===== config.mk =====
export PLATFORM = sky130hd
export DESIGN_NAME = instr_encode_flat
export DESIGN_NICKNAME = d
export VERILOG_FILES = /design/src/rtl/instr_encode_if.sv /design/src/rtl/instr_encode.sv /design/src/flat_wrapper.sv
export SDC_FILE = /design/constraint.sdc
export NUM_CORES = 1
export LEC_CHECK = 0
export ABC_AREA = 0
export ABC_CLOCK_PERIOD_IN_PS = 5000
export BUFFER_PORTS_ARGS = -buffer_cell sky130_fd_sc_hd__buf_2
export CAP_MARGIN = 30
export CORE_MARGIN = 1.5
export CORE_UTILIZATION = 51
export DETAILED_ROUTE_END_ITERATION = 12
export PLACE_DENSITY = 0.79
export SYNTH_ARGS = -nofsm -noshare
export SYNTH_HDL_FRONTEND = slang
export SYNTH_SLANG_ARGS = --single-unit

===== constraint.sdc =====
create_clock -name clk -period 5 [get_ports clk]
set_input_delay 1.5 -clock clk [delete_from_list [all_inputs] [get_ports clk]]
set_output_delay 1.5 -clock clk [all_outputs]
set_load 0.1 [all_outputs]

===== src/rtl/instr_encode_if.sv =====
// Descriptor-in / machine-word-out bus of the instruction encoder.
// The master drives descriptors and accepts words; the slave is the encoder itself.
`timescale 1ns/1ps
interface instr_encode_if #(
  parameter int unsigned ADDR_W = 6
) ();
  logic              in_valid;
  logic              in_ready;
  logic [1:0]        in_cls;
  logic              in_imm_sel;
  logic [3:0]        in_cmd;
  logic              in_s;
  logic              in_load;
  logic              in_byte;
  logic [3:0]        in_cond;
  logic [3:0]        in_rd;
  logic [3:0]        in_rn;
  logic [3:0]        in_rm;
  logic [31:0]       in_imm;
  logic              out_valid;
  logic              out_ready;
  logic [31:0]       out_instr;
  logic [ADDR_W-1:0] out_addr;

  modport master (
    output in_valid, in_cls, in_imm_sel, in_cmd, in_s, in_load, in_byte, in_cond,
    output in_rd, in_rn, in_rm, in_imm, out_ready,
    input  in_ready, out_valid, out_instr, out_addr
  );

  modport slave (
    input  in_valid, in_cls, in_imm_sel, in_cmd, in_s, in_load, in_byte, in_cond,
    input  in_rd, in_rn, in_rm, in_imm, out_ready,
    output in_ready, out_valid, out_instr, out_addr
  );
endinterface


===== src/rtl/instr_encode.sv =====
// Sequential encoder of decoded descriptors into 32-bit ARM words (DP, LDR/STR[B], B),
// with a one-rotation-per-cycle search for DP immediates and sequential word addressing.
`timescale 1ns/1ps
module instr_encode #(
  parameter int unsigned ADDR_W     = 6,
  parameter int unsigned START_ADDR = 0
) (
  input  logic           clk,
  input  logic           reset,
  instr_encode_if.slave  bus,
  output logic           err,
  output logic           err_sticky
);

  typedef enum logic [1:0] {StIdle, StSearch, StOut} state_e;

  state_e            state_q, state_d;
  logic [31:0]       out_instr_q, out_instr_d;
  logic [ADDR_W-1:0] out_addr_q, out_addr_d;
  logic              err_q, err_d;
  logic              err_sticky_q, err_sticky_d;
  logic [3:0]        rot_q, rot_d;
  logic [31:0]       imm_q, imm_d;
  logic [19:0]       hdr_q, hdr_d;

  logic        accept;
  logic        mem_err;
  logic        br_err;
  logic [32:0] br_off;
  logic [32:0] br_sh;
  logic [63:0] rot_dbl;
  logic [31:0] rot_val;

  assign accept = bus.in_valid && (state_q == StIdle);

  // Sign-extend to 33 bits so the -8 bias cannot wrap for extreme offsets.
  assign br_off  = {bus.in_imm[31], bus.in_imm} - 33'd8;
  assign br_sh   = $signed(br_off) >>> 2;
  assign br_err  = (|bus.in_imm[1:0]) || !((&br_sh[32:23]) || !(|br_sh[32:23]));
  assign mem_err = |bus.in_imm[31:12];

  // Upper half of the doubled word shifted left is the word rotated left by 2r.
  assign rot_dbl = {imm_q, imm_q} << {rot_q, 1'b0};
  assign rot_val = rot_dbl[63:32];

  always_comb begin
    state_d      = state_q;
    out_instr_d  = out_instr_q;
    out_addr_d   = out_addr_q;
    err_d        = 1'b0;
    rot_d        = rot_q;
    imm_d        = imm_q;
    hdr_d        = hdr_q;

    unique case (state_q)
      StIdle: begin
        if (accept) begin
          unique case (bus.in_cls)
            2'd0: begin
              if (bus.in_imm_sel) begin
                hdr_d   = {bus.in_cond, 2'b00, 1'b1, bus.in_cmd, bus.in_s, bus.in_rn, bus.in_rd};
                imm_d   = bus.in_imm;
                rot_d   = 4'd0;
                state_d = StSearch;
              end else begin
                out_instr_d = {bus.in_cond, 3'b000, bus.in_cmd, bus.in_s, bus.in_rn,
                               bus.in_rd, 8'h00, bus.in_rm};
                state_d     = StOut;
              end
            end
            2'd1: begin
              if (mem_err) begin
                err_d = 1'b1;
              end else begin
                out_instr_d = {bus.in_cond, 2'b01, 3'b011, bus.in_byte, 1'b0, bus.in_load,
                               bus.in_rn, bus.in_rd, bus.in_imm[11:0]};
                state_d     = StOut;
              end
            end
            2'd2: begin
              if (br_err) begin
                err_d = 1'b1;
              end else begin
                out_instr_d = {bus.in_cond, 4'b1010, br_sh[23:0]};
                state_d     = StOut;
              end
            end
            2'd3: err_d = 1'b1;
          endcase
        end
      end
      StSearch: begin
        if (rot_val[31:8] == 24'd0) begin
          out_instr_d = {hdr_q, rot_q, rot_val[7:0]};
          state_d     = StOut;
        end else if (rot_q == 4'd15) begin
          err_d   = 1'b1;
          rot_d   = 4'd0;
          state_d = StIdle;
        end else begin
          rot_d = rot_q + 4'd1;
        end
      end
      StOut: begin
        if (bus.out_ready) begin
          out_addr_d = out_addr_q + 1'b1;
          state_d    = StIdle;
        end
      end
      default: state_d = StIdle;
    endcase

    err_sticky_d = err_sticky_q || err_d;
  end

  always_ff @(posedge clk or negedge reset) begin
    if (!reset) begin
      state_q      <= StIdle;
      out_instr_q  <= 32'd0;
      out_addr_q   <= ADDR_W'(START_ADDR);
      err_q        <= 1'b0;
      err_sticky_q <= 1'b0;
      rot_q        <= 4'd0;
      imm_q        <= 32'd0;
      hdr_q        <= 20'd0;
    end else begin
      state_q      <= state_d;
      out_instr_q  <= out_instr_d;
      out_addr_q   <= out_addr_d;
      err_q        <= err_d;
      err_sticky_q <= err_sticky_d;
      rot_q        <= rot_d;
      imm_q        <= imm_d;
      hdr_q        <= hdr_d;
    end
  end

  assign bus.in_ready  = (state_q == StIdle);
  assign bus.out_valid = (state_q == StOut);
  assign bus.out_instr = out_instr_q;
  assign bus.out_addr  = out_addr_q;
  assign err           = err_q;
  assign err_sticky    = err_sticky_q;

endmodule


===== src/flat_wrapper.sv =====
// flat-port wrapper written by rule: the top's interface ports become plain ports
module instr_encode_flat 
#(
  parameter int unsigned ADDR_W     = 6,
  parameter int unsigned START_ADDR = 0
)
  (clk, reset, err, err_sticky, bus_in_valid, bus_in_cls, bus_in_imm_sel, bus_in_cmd, bus_in_s, bus_in_load, bus_in_byte, bus_in_cond, bus_in_rd, bus_in_rn, bus_in_rm, bus_in_imm, bus_out_ready, bus_in_ready, bus_out_valid, bus_out_instr, bus_out_addr);
  instr_encode_if #(.ADDR_W(ADDR_W)) bus_i ();
  input  logic clk;
  input  logic reset;
  output logic err;
  output logic err_sticky;
  input wire logic [$bits(bus_i.in_valid)-1:0] bus_in_valid;
  input wire logic [$bits(bus_i.in_cls)-1:0] bus_in_cls;
  input wire logic [$bits(bus_i.in_imm_sel)-1:0] bus_in_imm_sel;
  input wire logic [$bits(bus_i.in_cmd)-1:0] bus_in_cmd;
  input wire logic [$bits(bus_i.in_s)-1:0] bus_in_s;
  input wire logic [$bits(bus_i.in_load)-1:0] bus_in_load;
  input wire logic [$bits(bus_i.in_byte)-1:0] bus_in_byte;
  input wire logic [$bits(bus_i.in_cond)-1:0] bus_in_cond;
  input wire logic [$bits(bus_i.in_rd)-1:0] bus_in_rd;
  input wire logic [$bits(bus_i.in_rn)-1:0] bus_in_rn;
  input wire logic [$bits(bus_i.in_rm)-1:0] bus_in_rm;
  input wire logic [$bits(bus_i.in_imm)-1:0] bus_in_imm;
  input wire logic [$bits(bus_i.out_ready)-1:0] bus_out_ready;
  output wire logic [$bits(bus_i.in_ready)-1:0] bus_in_ready;
  output wire logic [$bits(bus_i.out_valid)-1:0] bus_out_valid;
  output wire logic [$bits(bus_i.out_instr)-1:0] bus_out_instr;
  output wire logic [$bits(bus_i.out_addr)-1:0] bus_out_addr;
  assign bus_i.in_valid = bus_in_valid;
  assign bus_i.in_cls = bus_in_cls;
  assign bus_i.in_imm_sel = bus_in_imm_sel;
  assign bus_i.in_cmd = bus_in_cmd;
  assign bus_i.in_s = bus_in_s;
  assign bus_i.in_load = bus_in_load;
  assign bus_i.in_byte = bus_in_byte;
  assign bus_i.in_cond = bus_in_cond;
  assign bus_i.in_rd = bus_in_rd;
  assign bus_i.in_rn = bus_in_rn;
  assign bus_i.in_rm = bus_in_rm;
  assign bus_i.in_imm = bus_in_imm;
  assign bus_i.out_ready = bus_out_ready;
  assign bus_in_ready = bus_i.in_ready;
  assign bus_out_valid = bus_i.out_valid;
  assign bus_out_instr = bus_i.out_instr;
  assign bus_out_addr = bus_i.out_addr;
  instr_encode #(.ADDR_W(ADDR_W), .START_ADDR(START_ADDR)) u_core (.clk(clk), .reset(reset), .bus(bus_i), .err(err), .err_sticky(err_sticky));
endmodule

Yosys cells after proc, flatten, opt, wreduce, memory -nomap -nowiden. Index checks and enable logic that the tools add are counted.

Register bits: 96. Input bits: 62. Output and inout port bits: 42. Logic and storage cells: 77.

Add/sub/neg operators: 3. Equal/unequal tests: 17. Shift-type cells: 1. Multiplexer cells: 29. Reductions and logical operators: 19.

Operators by type and width (count): two-way mux 32 bit (5); case mux 32 bit (3 select lines) (1); case mux 32 bit (2 select lines) (1); << shifter 64 x 5 -> 64 bit (1); subtractor 32 x 5 -> 33 bit (second input constant) (1); logical NOT 24 bit (1); two-way mux 4 bit (5); OR reduction 20 bit (1); two-way mux 2 bit (7); case mux 2 bit (3 select lines) (2); inequality test 3 bit (second input constant) (3); case mux 4 bit (2 select lines) (1); AND reduction 8 bit (1); OR reduction 8 bit (1); AND reduction 7 bit (1); adder 6 x 1 -> 6 bit (second input constant) (1); == test 2 bit (second input constant) (3); inequality test 2 x 1 -> 1 bit (second input constant) (3); inequality test 2 bit (second input constant) (3); AND reduction 6 bit (1); two-way mux 1 bit (5); AND reduction 5 bit (1); adder 4 x 1 -> 4 bit (second input constant) (1); == test 2 x 1 -> 1 bit (second input constant) (2); other kinds (13) (17).

Longest topological paths before layout.
Depth in word-level cells: 11. Mapped depth: 14.

Worst setup path after synthesis. Ideal clock, no wire load.

Path kind: input to register. Start: in bus_in_imm[3]. End: reg u_core.out_instr_q[23] (netlist: u_core.bus.out_instr[23]). Arrival time: 4037 ps. Required time: 4874 ps. Setup slack: 837 ps. Stages: 12. Path through: inv_1 > ha_1 > nor3b_2 > nand3_1 > o41a_1 > nor4b_2 > a41oi_2 > a21oi_1 > o21a_1 > buf_6 > buf_6 > mux2_4.

Cells in the longest elaborated chain, start to end: 8. Elaborated cells on any way between the ends: 13.

RTL lines: start: declaration (line flat_wrapper.sv:24) `input wire logic [$bits(bus_i.in_imm)-1:0] bus_in_imm;`; subtractor 32 x 5 -> 33 bit * (line instr_encode.sv:37) `assign br_off = {bus.in_imm[31], bus.in_imm} - 33'd8;`; OR reduction 8 bit (line instr_encode.sv:39) `assign br_err = (|bus.in_imm[1:0]) || !((&br_sh[32:23]) || !(|br_sh[32:23]));`; logical NOT 1 bit (line instr_encode.sv:39); logical OR 1 bit (line instr_encode.sv:39); logical NOT 1 bit (line instr_encode.sv:39); logical OR 1 bit (line instr_encode.sv:39); inequality test 3 bit (no line); AND reduction 7 bit (no line); end signal: assignment (line instr_encode.sv:128) `out_instr_q <= out_instr_d;`; end: declaration (line instr_encode.sv:18) `logic [31:0] out_instr_q, out_instr_d;`.

Every way passes the cells marked *; elsewhere a longest branch is shown, timed or not. The select of a mux whose other input is x is not followed. A chain may end at the register's enable or synchronous reset.

Worst setup path after layout.
Start: in bus_in_imm[5]. End: reg u_core.out_instr_q[22] (netlist: u_core.bus.out_instr[22]).

The elaborated chain is that of the path after synthesis.

==> flow_summary.ini <==
[setup_path]
cpMostUsedCell = buf_4
crit_fanout = 18
r2r_slack_ns = 0.89
worstSetupPathType = input pin to flip-flop
rr_startpoint = u_core.rot_q[0]$_DFFE_PN0P_
cp_data_arrival_time_ns = 4.51
cp_slowest_stage_delay_ns = 0.45
worstReg2RegEnd = u_core.bus.out_instr[22]$_DFFE_PN0P_
worstPathCellList = buf_2 > nor4_2 > nand4_1 > nor3_1 > xor2_1 > o2111ai_1 > a21oi_1 > o21a_1 > buf_4 > buf_4 > mux2i_1
cp_slowest_cell = nor3_1
endpoint_kind = flip-flop
rr_worst_depth = 11
startpoint_type = input pin
worst_ep_required_time_ns = 5.27
cp_top_family = simple AND/OR/NAND/NOR gates
crit_buf_inv = 3

[floorplanning]
die_y_um = 117
initial_core_util_pct = 52.4
die_w_um = 117
core_area_um2 = 12700
io_pins = 104
rows = 41
die_area_um2 = 13700

[clock_tree]
clock_sinks = 96
cts_tree = yes
clockBufferDepth = 2
cts_setup_buffers = 0
clock_latency_ns = 0.36
cts_root_buf = clkbuf_16
ctsResizeCount = 0
path_clk_slew_ns = 0.07
numCtsBuffers = 9
hold_buffers = 0
htree_levels = 3

[synth]
yosysWarnings = 0
synthTopCellsByArea = dfrtp_1 (36%), mux2_2 (11%), mux4_2 (9.2%), nand2_1 (3.5%), mux2_4 (2.7%)
synth.ff_latch_count = 96
synth_top_cell_by_area = dfrtp_1
synthCells = 638
synth.top_cell.area_share_pct = 36.2
syn_area_per_cell_um2 = 10.4
async_reset_ff_share_pct = 100
synth.distinct_cells = 75
netlist_area_um2 = 6650
synth_edf_count = 0
ys_seq_area_share_pct = 36.2
syn_nets = 707
synth_flop_cell = dfrtp_1

[timing]
setup_tns_ns = 0
worst_slew_pin_slew_ns = 0.882
setup_violations = 0
max_freq_mhz = 236
slew_headroom_pct = 41.1
rsz0062_at_grt = no
hold_violations = 0
fin_crit_sh_pct = 84.8
min_period_ns = 4.24
finClkSkew_ns = 0.00819
maxSlewViolCount = 0

[route]
via_count = 5799
vias_per_cell = 6.40
first_iter_violations = 554
wl_per_cell_um = 21.4
drc = 0
ant_nets = 0
wirelength_mm = 19.4
dr.pass1.iters = 5

[grt]
grt_antenna_before_repair = 2
grt-ovfl-total = 0
grt_pass1_vias = 5496
grt_max_degree = 46
track_usage_pct = 29.2
grt_pass1_wl_mm = 30.0

[cells_and_area]
final_common_cell = buf_2
layout_common_cells = buf_2 (102), dfrtp_1 (95), nand2_1 (62), mux2_2 (62), nor2_1 (39)
layout.nets = 796
nFillCells = 1072
drive_gt1_share_pct = 34.8
multi_input_area_um2 = 3960
seqCellArea_um2 = 2400
syn2layout_area_growth_pct = 14.4
fin_cells = 906

[min_path]
min_from = u_core.bus.out_addr[5]$_DFFE_PN0P_
worstHoldPathCells = 1
worst_hold_path.endpoint = u_core.bus.out_addr[5]$_DFFE_PN0P_
hold_class = flip-flop to flip-flop

[placed_design]
hpwl_mm = 14.5
dp_cells = 888
io_buffers = 103
gp_congestion = 0.949

[run_status]
run_status = finished clean

[power_and_ir_drop]
p_leak_nw = 3.19
p_per_area_nw_per_um2 = 707
ir_drop_v = 0.000494

[job]
max-cap-violations = 0
per-layer routing:
layer | GRT usage (%) | vias to the layer above | part of all wire, %
met4 | 10.9 | 0 | 2.7
met5 | 0 | - | 0
met2 | 45.9 | 272 | 47
met3 | 5.56 | 40 | 7.5
met1 | 40.3 | 2890 | 43
li1 | - | 2597 | -
kinds of logic (layout without fill, tap and decap cells):
group | count (synthesis) | in the layout | synth area share (%)
fa+ha+maj | 7 | 7 | 1.32
simple gates | 190 | 190 | 14.5
flops | 96 | 96 | 36.2
xor+xnor | 24 | 24 | 3.16
other cells | 0 | 2 | 0
compound gates | 146 | 146 | 15.7
buf+inv | 57 | 151 | 4.29
mux | 118 | 118 | 24.9
where the power goes:
part           total [mW]  switching (mW)  internal (mW)
logic                3.09            1.99           1.09
registers            1.60           0.466           1.13
clock network       0.693           0.322          0.371
sequential cells by signal, summed over array words and instances, names as in the netlist:
name	cells
u_core.state_q	2
u_core.rot_q	4
u_core.hdr_q	18
u_core.bus.out_instr	32
u_core.err_sticky	1
u_core.bus.out_addr	6
u_core.imm_q	32
u_core.err	1
cell usage after synthesis (2+ instances only):
cell type	n
dfrtp_1	96
mux2_2	62
nand2_1	62
nor2_1	40
o21ai_0	33
a21oi_1	28
mux4_2	27
clkbuf_1	24
nor3_1	21
nand3_1	20
mux2i_1	17
inv_1	16
xnor2_1	13
mux2_4	12
o211ai_1	12
xor2_1	11
a22oi_1	9
buf_2	8
or3_1	8
ha_1	7
nor4_1	7
o31ai_1	7
buf_6	6
o22a_1	6
o22ai_1	5
nor3b_1	4
o211a_1	4
o2bb2ai_1	4
a211oi_1	3
a31o_2	3
a31oi_1	3
and3_1	3
nand2b_1	3
nand4_1	3
o32ai_1	3
a221oi_1	2
a311o_1	2
nor4_2	2
o2111ai_1	2
o21a_1	2
o311ai_0	2
or4_1	2
or4_4	2
layout make-up:
type	instances	share of cell area, %
clock buffer	12	3.37
inverter	17	0.839
timing repair buffer	118	8.72
multi-input combinational	485	52.1
sequential	96	31.6
tap	172	2.83
antenna	2	0.0658
clock inverter	4	0.477
how the worst max path moves through the flow:
stage / start / endpoint / depth (start not counted)
2_1_floorplan: bus_in_imm[3] / u_core.bus.out_instr[23]$_DFFE_PN0P_ / 12
3_3_place_gp: bus_in_imm[5] / u_core.bus.out_instr[7]$_DFFE_PN0P_ / 10
3_5_place_dp: bus_in_imm[5] / u_core.bus.out_instr[5]$_DFFE_PN0P_ / 10
4_1_cts: bus_in_imm[5] / u_core.bus.out_instr[22]$_DFFE_PN0P_ / 11
5_1_grt: bus_in_imm[5] / u_core.bus.out_instr[22]$_DFFE_PN0P_ / 11
6_report: bus_in_imm[5] / u_core.bus.out_instr[22]$_DFFE_PN0P_ / 11
per-stage QoR:
step	worst slack, ns	cell area, um2	hold slack (ns)	utilization (%)	power [mW]
after floorplan	0.837	6650	0.435	-	3.97
after global placement	0.483	7280	0.450	57.4	4.55
after detailed placement	0.432	7310	0.462	57.7	4.65
after CTS	0.769	7600	0.472	60.0	5.35
after global routing	0.499	7600	0.483	60.0	5.62
final	0.760	7600	0.462	60.0	5.38
Note: power is estimated with default switching activity, not from simulation.
